==> src/rtl/fft_input_loader.sv <==
// rtl/fft_input_loader.sv - frame loader from sample stream into FFT cache write port
//
// Purpose:
//   Accepts 16-bit samples on a valid/ready handshake and writes one frame of
//   2^LOG2N samples into the sample cache. The frame is then held until the FFT
//   engine acknowledges it, after which the loader returns to IDLE.
//
// Configuration:
//   FFT_LOADER_BITREV_EN  defined: write address is the bit-reverse of the
//                         sample index over LOG2N bits.
//                         undefined: natural-order addresses.
//
// Ports:
//   clk, rst_n           clock, asynchronous active-low reset
//   start                arm one frame load (sampled only in IDLE)
//   abort                synchronous cancel, returns to IDLE
//   s_data/s_valid/s_ready  sample stream handshake
//   mem_data/mem_adr/mem_write  cache write port (registered)
//   frame_done           one-cycle pulse alongside the final write
//   frame_ack            engine owns the held frame, release it
//   busy                 state is LOAD or HOLD
//   overrun              sticky: s_valid seen outside LOAD
module fft_input_loader #(
  parameter int ADDR_W = 12,
  parameter int DATA_W = 16,
  parameter int LOG2N  = 12
) (
  input  logic              clk,
  input  logic              rst_n,
  input  logic              start,
  input  logic              abort,
  input  logic [DATA_W-1:0] s_data,
  input  logic              s_valid,
  output logic              s_ready,
  output logic [DATA_W-1:0] mem_data,
  output logic [ADDR_W-1:0] mem_adr,
  output logic              mem_write,
  output logic              frame_done,
  input  logic              frame_ack,
  output logic              busy,
  output logic              overrun
);

  typedef enum logic [1:0] {IDLE = 2'd0, LOAD = 2'd1, HOLD = 2'd2} state_e;

  state_e              state_q, state_d;
  logic [LOG2N-1:0]    cnt_q, cnt_d;
  logic [DATA_W-1:0]   mem_data_q, mem_data_d;
  logic [ADDR_W-1:0]   mem_adr_q, mem_adr_d;
  logic                mem_write_q, mem_write_d;
  logic                frame_done_q, frame_done_d;
  logic                overrun_q, overrun_d;

  logic                xfer;
  logic                last_sample;
  logic                start_accepted;
  logic [ADDR_W-1:0]   addr_of_cnt;

  // State register
  always_ff @(posedge clk or negedge rst_n) begin
    if (!rst_n) begin
      state_q <= IDLE;
    end else begin
      state_q <= state_d;
    end
  end

  // Next-state logic; abort outranks every other transition.
  always_comb begin
    state_d = state_q;
    if (abort) begin
      state_d = IDLE;
    end else begin
      case (state_q)
        IDLE:    if (start) state_d = LOAD;
        LOAD:    if (xfer && last_sample) state_d = HOLD;
        HOLD:    if (frame_ack) state_d = IDLE;
        default: state_d = IDLE;
      endcase
    end
  end

  // State-decoded outputs; abort blocks the handshake in the same cycle.
  assign s_ready = (state_q == LOAD) && !abort;
  assign busy    = (state_q != IDLE);

  assign xfer           = s_valid && s_ready;
  assign last_sample    = (cnt_q == '1);
  assign start_accepted = (state_q == IDLE) && start && !abort;

  // Cache address for the current sample index; bits above LOG2N stay zero.
  always_comb begin
    addr_of_cnt = '0;
`ifdef FFT_LOADER_BITREV_EN
    for (int i = 0; i < LOG2N; i++) begin
      addr_of_cnt[i] = cnt_q[LOG2N-1-i];
    end
`else
    addr_of_cnt[LOG2N-1:0] = cnt_q;
`endif
  end

  // Datapath next values
  always_comb begin
    cnt_d        = cnt_q;
    mem_data_d   = mem_data_q;
    mem_adr_d    = mem_adr_q;
    mem_write_d  = 1'b0;
    frame_done_d = 1'b0;
    overrun_d    = overrun_q;

    if (abort || start_accepted) begin
      cnt_d = '0;
    end else if (xfer) begin
      mem_data_d   = s_data;
      mem_adr_d    = addr_of_cnt;
      mem_write_d  = 1'b1;
      // Counter wraps to zero naturally on the final sample.
      cnt_d        = cnt_q + LOG2N'(1);
      frame_done_d = last_sample;
    end

    // A fresh frame clears the flag even if stray s_valid arrives alongside start.
    if (start_accepted) begin
      overrun_d = 1'b0;
    end else if ((state_q != LOAD) && s_valid) begin
      overrun_d = 1'b1;
    end
  end

  always_ff @(posedge clk or negedge rst_n) begin
    if (!rst_n) begin
      cnt_q        <= '0;
      mem_data_q   <= '0;
      mem_adr_q    <= '0;
      mem_write_q  <= 1'b0;
      frame_done_q <= 1'b0;
      overrun_q    <= 1'b0;
    end else begin
      cnt_q        <= cnt_d;
      mem_data_q   <= mem_data_d;
      mem_adr_q    <= mem_adr_d;
      mem_write_q  <= mem_write_d;
      frame_done_q <= frame_done_d;
      overrun_q    <= overrun_d;
    end
  end

  assign mem_data   = mem_data_q;
  assign mem_adr    = mem_adr_q;
  assign mem_write  = mem_write_q;
  assign frame_done = frame_done_q;
  assign overrun    = overrun_q;

endmodule

==> config.mk <==
export PLATFORM = sky130hd
export DESIGN_NAME = fft_input_loader
export DESIGN_NICKNAME = d
export VERILOG_FILES = /design/src/rtl/fft_input_loader.sv
export SDC_FILE = /design/constraint.sdc
export NUM_CORES = 1
export LEC_CHECK = 0
export BUFFER_PORTS_ARGS = -buffer_cell sky130_fd_sc_hd__buf_2
export CAP_MARGIN = 20
export CELL_PAD_IN_SITES_DETAIL_PLACEMENT = 2
export CELL_PAD_IN_SITES_GLOBAL_PLACEMENT = 2
export CORE_UTILIZATION = 27
export DETAILED_ROUTE_END_ITERATION = 8
export GPL_ROUTABILITY_DRIVEN = 1
export HOLD_SLACK_MARGIN = 0.15
export PLACE_DENSITY_LB_ADDON = 0.3
export SETUP_SLACK_MARGIN = 0.1
export SLEW_MARGIN = 25
export SYNTH_ARGS = -nofsm -noshare
export SYNTH_HDL_FRONTEND = slang
export SYNTH_SLANG_ARGS = --single-unit
export TNS_END_PERCENT = 10
==> constraint.sdc <==
create_clock -name clk -period 4.05 [get_ports clk]
set_input_delay 1.215 -clock clk [delete_from_list [all_inputs] [get_ports clk]]
set_output_delay 1.215 -clock clk [all_outputs]
set_load 0.005 [all_outputs]
==> results of run 1 <==
-- sequential cells by signal (all words and copies together), names as in the netlist --
| register | flops |
|---|---|
| mem_adr | 12 |
| addr_of_cnt | 12 |
| state_q | 2 |
| frame_done | 1 |
| mem_data | 16 |
| mem_write | 1 |
| overrun | 1 |
-- metal layers --
layer,vias up,track usage [%]
met1,750,17.2
met2,30,21.4
met4,0,5.45
met3,7,3.24
li1,660,-
met5,-,0
-- logic make-up after synthesis --
family,Yosys count
adder cells (fa/ha/maj),1
flip-flops,45
AND/OR/NAND/NOR,43
AO/OA/AOI/OAI,20
multiplexers,29
buffers and inverters,13
-- cell usage in the layout (no fill, tap or decap) --
cell type	instances
a21oi_1	7
buf_2	53
buf_4	2
clkbuf_8	5
clkinv_2	1
clkinv_4	2
dfrtp_1	45
ha_1	1
inv_1	5
mux2_2	25
mux2i_1	4
nand2_1	8
nand2b_1	1
nand3_1	3
nand3b_1	4
nand4_1	4
nand4b_1	1
nand4bb_2	1
nor2_1	1
nor2b_1	1
nor3b_1	1
nor4_1	5
o21ai_0	6
o21ba_1	1
o22a_1	1
o2bb2ai_1	1
o31ai_1	4
or2_2	1
or3_1	2
or3b_1	1
or3b_2	4
or4_1	4
or4b_2	1
-- worst max-delay path by stage --
stage,from,to,slack [ns]
floorplan,abort,s_ready,1.04
global placement,abort,s_ready,0.70
detailed placement,abort,s_ready,0.68
CTS,abort,s_ready,0.68
global route,abort,s_ready,0.60
finish,abort,s_ready,0.69
-- power by group --
group          switching, mW  internal, mW  leakage, nW
clock network          0.165         0.123       0.0481
logic                 0.0684        0.0907        0.491
registers             0.0269         0.503        0.591
total                  0.260         0.716         1.13
-- metrics by stage --
step / cells / setup WS [ns] / power, mW / util, %
after floorplan: 151 / 1.04 / 0.612 / -
after global placement: 294 / 0.703 / 0.695 / 33.4
after detailed placement: 294 / 0.679 / 0.704 / 33.4
after CTS: 302 / 0.676 / 0.996 / 34.8
after global routing: 302 / 0.596 / 1.03 / 34.8
final: 302 / 0.686 / 0.976 / 34.8
-- final cells by class --
type / count / area [um2]
clock buffers: 5 / 68.8
clock inverters: 3 / 22.5
fillers: 767 / 4460
inverters: 5 / 18.8
multi-input cells: 93 / 739
flip-flops and latches: 45 / 1130
well taps: 96 / 120
repair buffers: 55 / 280
-- worst min-delay path: stages, from the launching register on --
cell and delay, ns:
dfrtp_1 0.36, nand2_1 0.05, nand2_1 0.05
==> results.toml, run 1 <==
[timing]
slew_violations = 0
finalSetupTns_ns = 0
skew_ns = 0.00707
hold_viol_final = 0
layout_min_cycle_time_ns = 3.36
grt_setup_unrepaired = "false"
worstMarginPinSlew_ns = 0.640
slew_headroom_pct = 56.9
finalCritPeriodShare_pct = 83.1
hold-worst-slack_ns = 0.487
fmax_ghz = 0.297
setup_viol = 0

[yosys]
synth_area_leaders = "dfrtp_1 (59%), mux2_2 (15%), mux2i_1 (2.1%)"
synth-main-ff-cell = "dfrtp_1"
synth_common_cells = "dfrtp_1 (45), mux2_2 (25), nand2_1 (8), a21oi_1 (7), o21ai_0 (6)"
syn_avg_cell_area_um2 = 12.7
synth-simple-area-share_pct = 14.5
syn_area_um2 = 1910
yosys_warnings = 0
yosysSeqAreaShare_pct = 58.8
synthMuxAreaShare_pct = 16.8
synth_top_family_by_area = "multiplexers"
synthAdderAreaFrac_pct = 0.654
ys_ff_latch = 45
synth_edf_count = 0
synthCells = 151
yosysMostFrequentCell = "dfrtp_1"
synth_compound_area_share_pct = 6.41
synthXorXnorAreaFrac_pct = 0
ys_types = 30
synth_top_area_cell = "dfrtp_1"
synth.top_cell.area_share_pct = 58.8
synthArstFlopShare_pct = 100
syn_nets = 174

[drt]
first_pass_iters = 4
wirelength_um = 4490
route.detailed.drc = 0
ant_nets = 0
vias_per_cell = 4.79
dr_wl_met3_um = 177
num_vias = 1447
drt-initial-drc-count = 47
wl_met2_um = 2190
wl_per_cell_um = 14.9
drt-met1-wl_um = 2040
routed.top_layer = "met4"

[cells_and_area]
antenna_cells = 0
layout.nets = 228
drive_gt1_share_pct = 46.1
area_delta_synth_final_pct = 24.1
fin_area_um2 = 2380

[critical_path]
worstPathMaxFanout = 14
ff2ff_setup_slack_ns = 2.09
reg2reg_to = "state_q[0]$_DFFE_PN0P_"
worstSetupPathType = "in2out"
crit_path_end_kind = "output pin"
slowest_delay_ns = 0.53
r2r_start = "state_q[1]$_DFFE_PN0P_"
crit_slowest_cell = "or3b_1"
r2r_cells = 4
path_buf_inv = 3
crit_chain = "buf_2, or3b_1, inv_1, buf_2"
crit_cells = 4
critPathRequiredTime_ns = 2.83
worstPathArrival_ns = 2.15
crit_top_cell = "buf_2"
cp-start-kind = "primary input"
cp_top_family = "simple AND/OR/NAND/NOR gates"

[placed_design]
place_congestion = 0.661
io_buffers = 54
placed_cell_area_um2 = 2280
dpl.hpwl_um = 3080

[worst_hold_path]
min_path_type = "reg2reg"
hold_path_end = "mem_adr[2]$_DFFE_PN0P_"
hold_path_depth = 2
hp-start = "mem_adr[2]$_DFFE_PN0P_"

[global_route]
grt.overflow.total = 0
antenna_found_initial = 0
grt_pass1_wl_um = 7560
grt_use_total_pct = 13.3
grt_pass1_vias = 1544
grt_max_degree = 46

[clock_network]
cts_resized = 0
holdBufCountCts = 0
clk_latency_ns = 0.31
clkTransAtPathRegs_ns = 0.09
cts_buffers = 5
clockRootBuffer = "clkbuf_8"
post_cts_buffers = 0
htreeDepth = 2
cts_tree = "built"
cts_num_sinks = 45
cts_max_path_buffers = 2

[run_status]
status = "finished clean"

[die]
num_io_pins = 55
num_rows = 30
die_w_um = 86.2
initial_core_util_pct = 28.0
die_h_um = 86.2
core-area_um2 = 6830
dieArea_um2 = 7430

[power_and_ir_drop]
p_per_area_nw_per_um2 = 411
ir_drop_mv = 0.119
p_leak_nw = 1.13

[run]
drv_cap = 0
Power figures use the tool's default switching activity.
==> run 2: changes to the inputs <==
==> constraint.sdc (replaced) <==
create_clock -name clk -period 3.3 [get_ports clk]
set_input_delay 0.99 -clock clk [delete_from_list [all_inputs] [get_ports clk]]
set_output_delay 0.99 -clock clk [all_outputs]
set_load 0.005 [all_outputs]
==> results.toml, run 2 (same netlist as run 1, synthesis figures left out) <==
[placed_design]
place_congestion = 0.647
placed_cell_area_um2 = 2300
dpl.hpwl_um = 3340
dp.cells = 296
io_buffers = 54
place_ws_ns = 0.369

[die]
core-area_um2 = 6830
initial_core_util_pct = 28.0
die_w_um = 86.2
num_rows = 30
num_io_pins = 55
dieArea_um2 = 7430
die_h_um = 86.2

[clock_network]
htreeDepth = 2
cts_resized = 0
clkTransAtPathRegs_ns = 0.08
clk_latency_ns = 0.31
cts_num_sinks = 45
cts_buffers = 5
post_cts_buffers = 0
holdBufCountCts = 0
cts_max_path_buffers = 2
clockRootBuffer = "clkbuf_8"
cts_tree = "built"

[timing]
finalSetupTns_ns = 0
hold_viol_final = 0
worst_slack_ns = 0.373
finalCritPeriodShare_pct = 88.7
layout_min_cycle_time_ns = 2.93
grt_setup_unrepaired = "false"
setup_viol = 0
slew_headroom_pct = 61.4
fmax_ghz = 0.342
skew_ns = 0.0120
slew_violations = 0
hold-worst-slack_ns = 0.484
worstMarginPinSlew_ns = 0.574

[critical_path]
cp-start-kind = "primary input"
r2r_cells = 4
reg2reg_to = "state_q[0]$_DFFE_PN0P_"
crit_top_cell = "buf_2"
crit_path_end_kind = "output pin"
worstPathArrival_ns = 1.94
worstSetupPathType = "in2out"
critPathCapture = "s_ready"
crit_chain = "buf_2, or3b_1, inv_1, buf_2"
path_buf_inv = 3
crit_cells = 4
ff2ff_setup_slack_ns = 1.46
critPathRequiredTime_ns = 2.31
slowest_delay_ns = 0.54
crit_slowest_cell = "or3b_1"
cp-startpoint = "abort"
cp_top_family = "simple AND/OR/NAND/NOR gates"
r2r_start = "state_q[1]$_DFFE_PN0P_"
worstPathMaxFanout = 14

[cells_and_area]
mostFrequentLayoutCells = "buf_2 (54), dfrtp_1 (45), mux2_2 (25), nand2_1 (8), a21oi_1 (7)"
multi_input_area_um2 = 739
largest_reg_flops = 16
layout.nets = 230
final_util_pct = 35.3
fillCellCount = 787
regArea_um2 = 1130
drive_gt1_share_pct = 46.2
final_common_cell = "buf_2"
area_delta_synth_final_pct = 26.1
instances_no_fill = 304
fin_area_um2 = 2410
antenna_cells = 0

[global_route]
use_met1_pct = 16.8
grtUsageMet2_pct = 23.3
antenna_found_initial = 0
grt_use_total_pct = 13.6
grt.overflow.total = 0
top_usage_layer = "met2"
grt_pass1_vias = 1531
grt_pass1_wl_um = 7690
use_met3_pct = 2.57
grt_max_degree = 26

[drt]
wirelength_um = 4730
route.detailed.drc = 0
first_pass_iters = 3
wl_per_cell_um = 15.6
vias_per_cell = 4.72
ant_nets = 0
drt-initial-drc-count = 58
num_vias = 1435

[run_status]
status = "finished clean"

[power_and_ir_drop]
p_per_area_nw_per_um2 = 536
finalPower_mw = 1.29
p_leak_nw = 1.15
ir_drop_mv = 0.210

[worst_hold_path]
min_path_type = "reg2reg"

[run]
drv_cap = 0
run 2: cell types whose count changed in the layout (fill, tap and decap cells not counted):
cell | before | now
bufinv_16 | 0 | 1
clkbuf_8 | 5 | 6
buf_4 | 2 | 3
clkbuf_1 | 0 | 1
clkinv_2 | 1 | 0
buf_2 | 53 | 54
clkinv_4 | 2 | 0
run 2: metal layers:
metal	up-vias	wire length, um
li1	660	-
met1	736	2010
met2	31	2480
met3	8	152
met4	0	78
met5	-	0
run 2: how the worst min path moves through the flow:
stage,slack [ns],startpoint,cells after the start,end
2_1_floorplan,0.47,mem_adr[2]$_DFFE_PN0P_,2,mem_adr[2]$_DFFE_PN0P_
4_1_cts,0.49,mem_adr[2]$_DFFE_PN0P_,2,mem_adr[2]$_DFFE_PN0P_
3_3_place_gp,0.47,mem_adr[2]$_DFFE_PN0P_,2,mem_adr[2]$_DFFE_PN0P_
3_5_place_dp,0.47,mem_adr[2]$_DFFE_PN0P_,2,mem_adr[2]$_DFFE_PN0P_
5_1_grt,0.52,mem_data[5]$_DFFE_PN0P_,1,mem_data[5]$_DFFE_PN0P_
6_report,0.48,mem_adr[2]$_DFFE_PN0P_,2,mem_adr[2]$_DFFE_PN0P_
run 2: power by group:
part	internal [mW]	switching [mW]
Sequential	0.617	0.0346
Combinational	0.112	0.0849
Clock	0.247	0.197
run 2: cell type report:
type                       instances  area share (%)
sequential                        45            46.7
multi-input combinational         93            30.6
timing repair buffer              57            12.1
tap                               96            4.98
clock buffer                       7            3.58
clock inverter                     1            1.24
inverter                           5           0.778
run 2: worst reg2reg max path: cells and delay by family, from the launching register on:
kind	cells	cell delay, ns
AND/OR/NAND/NOR	2	0.82
flip-flops	1	0.45
buffers and inverters	1	0.22
AO/OA/AOI/OAI	1	0.20
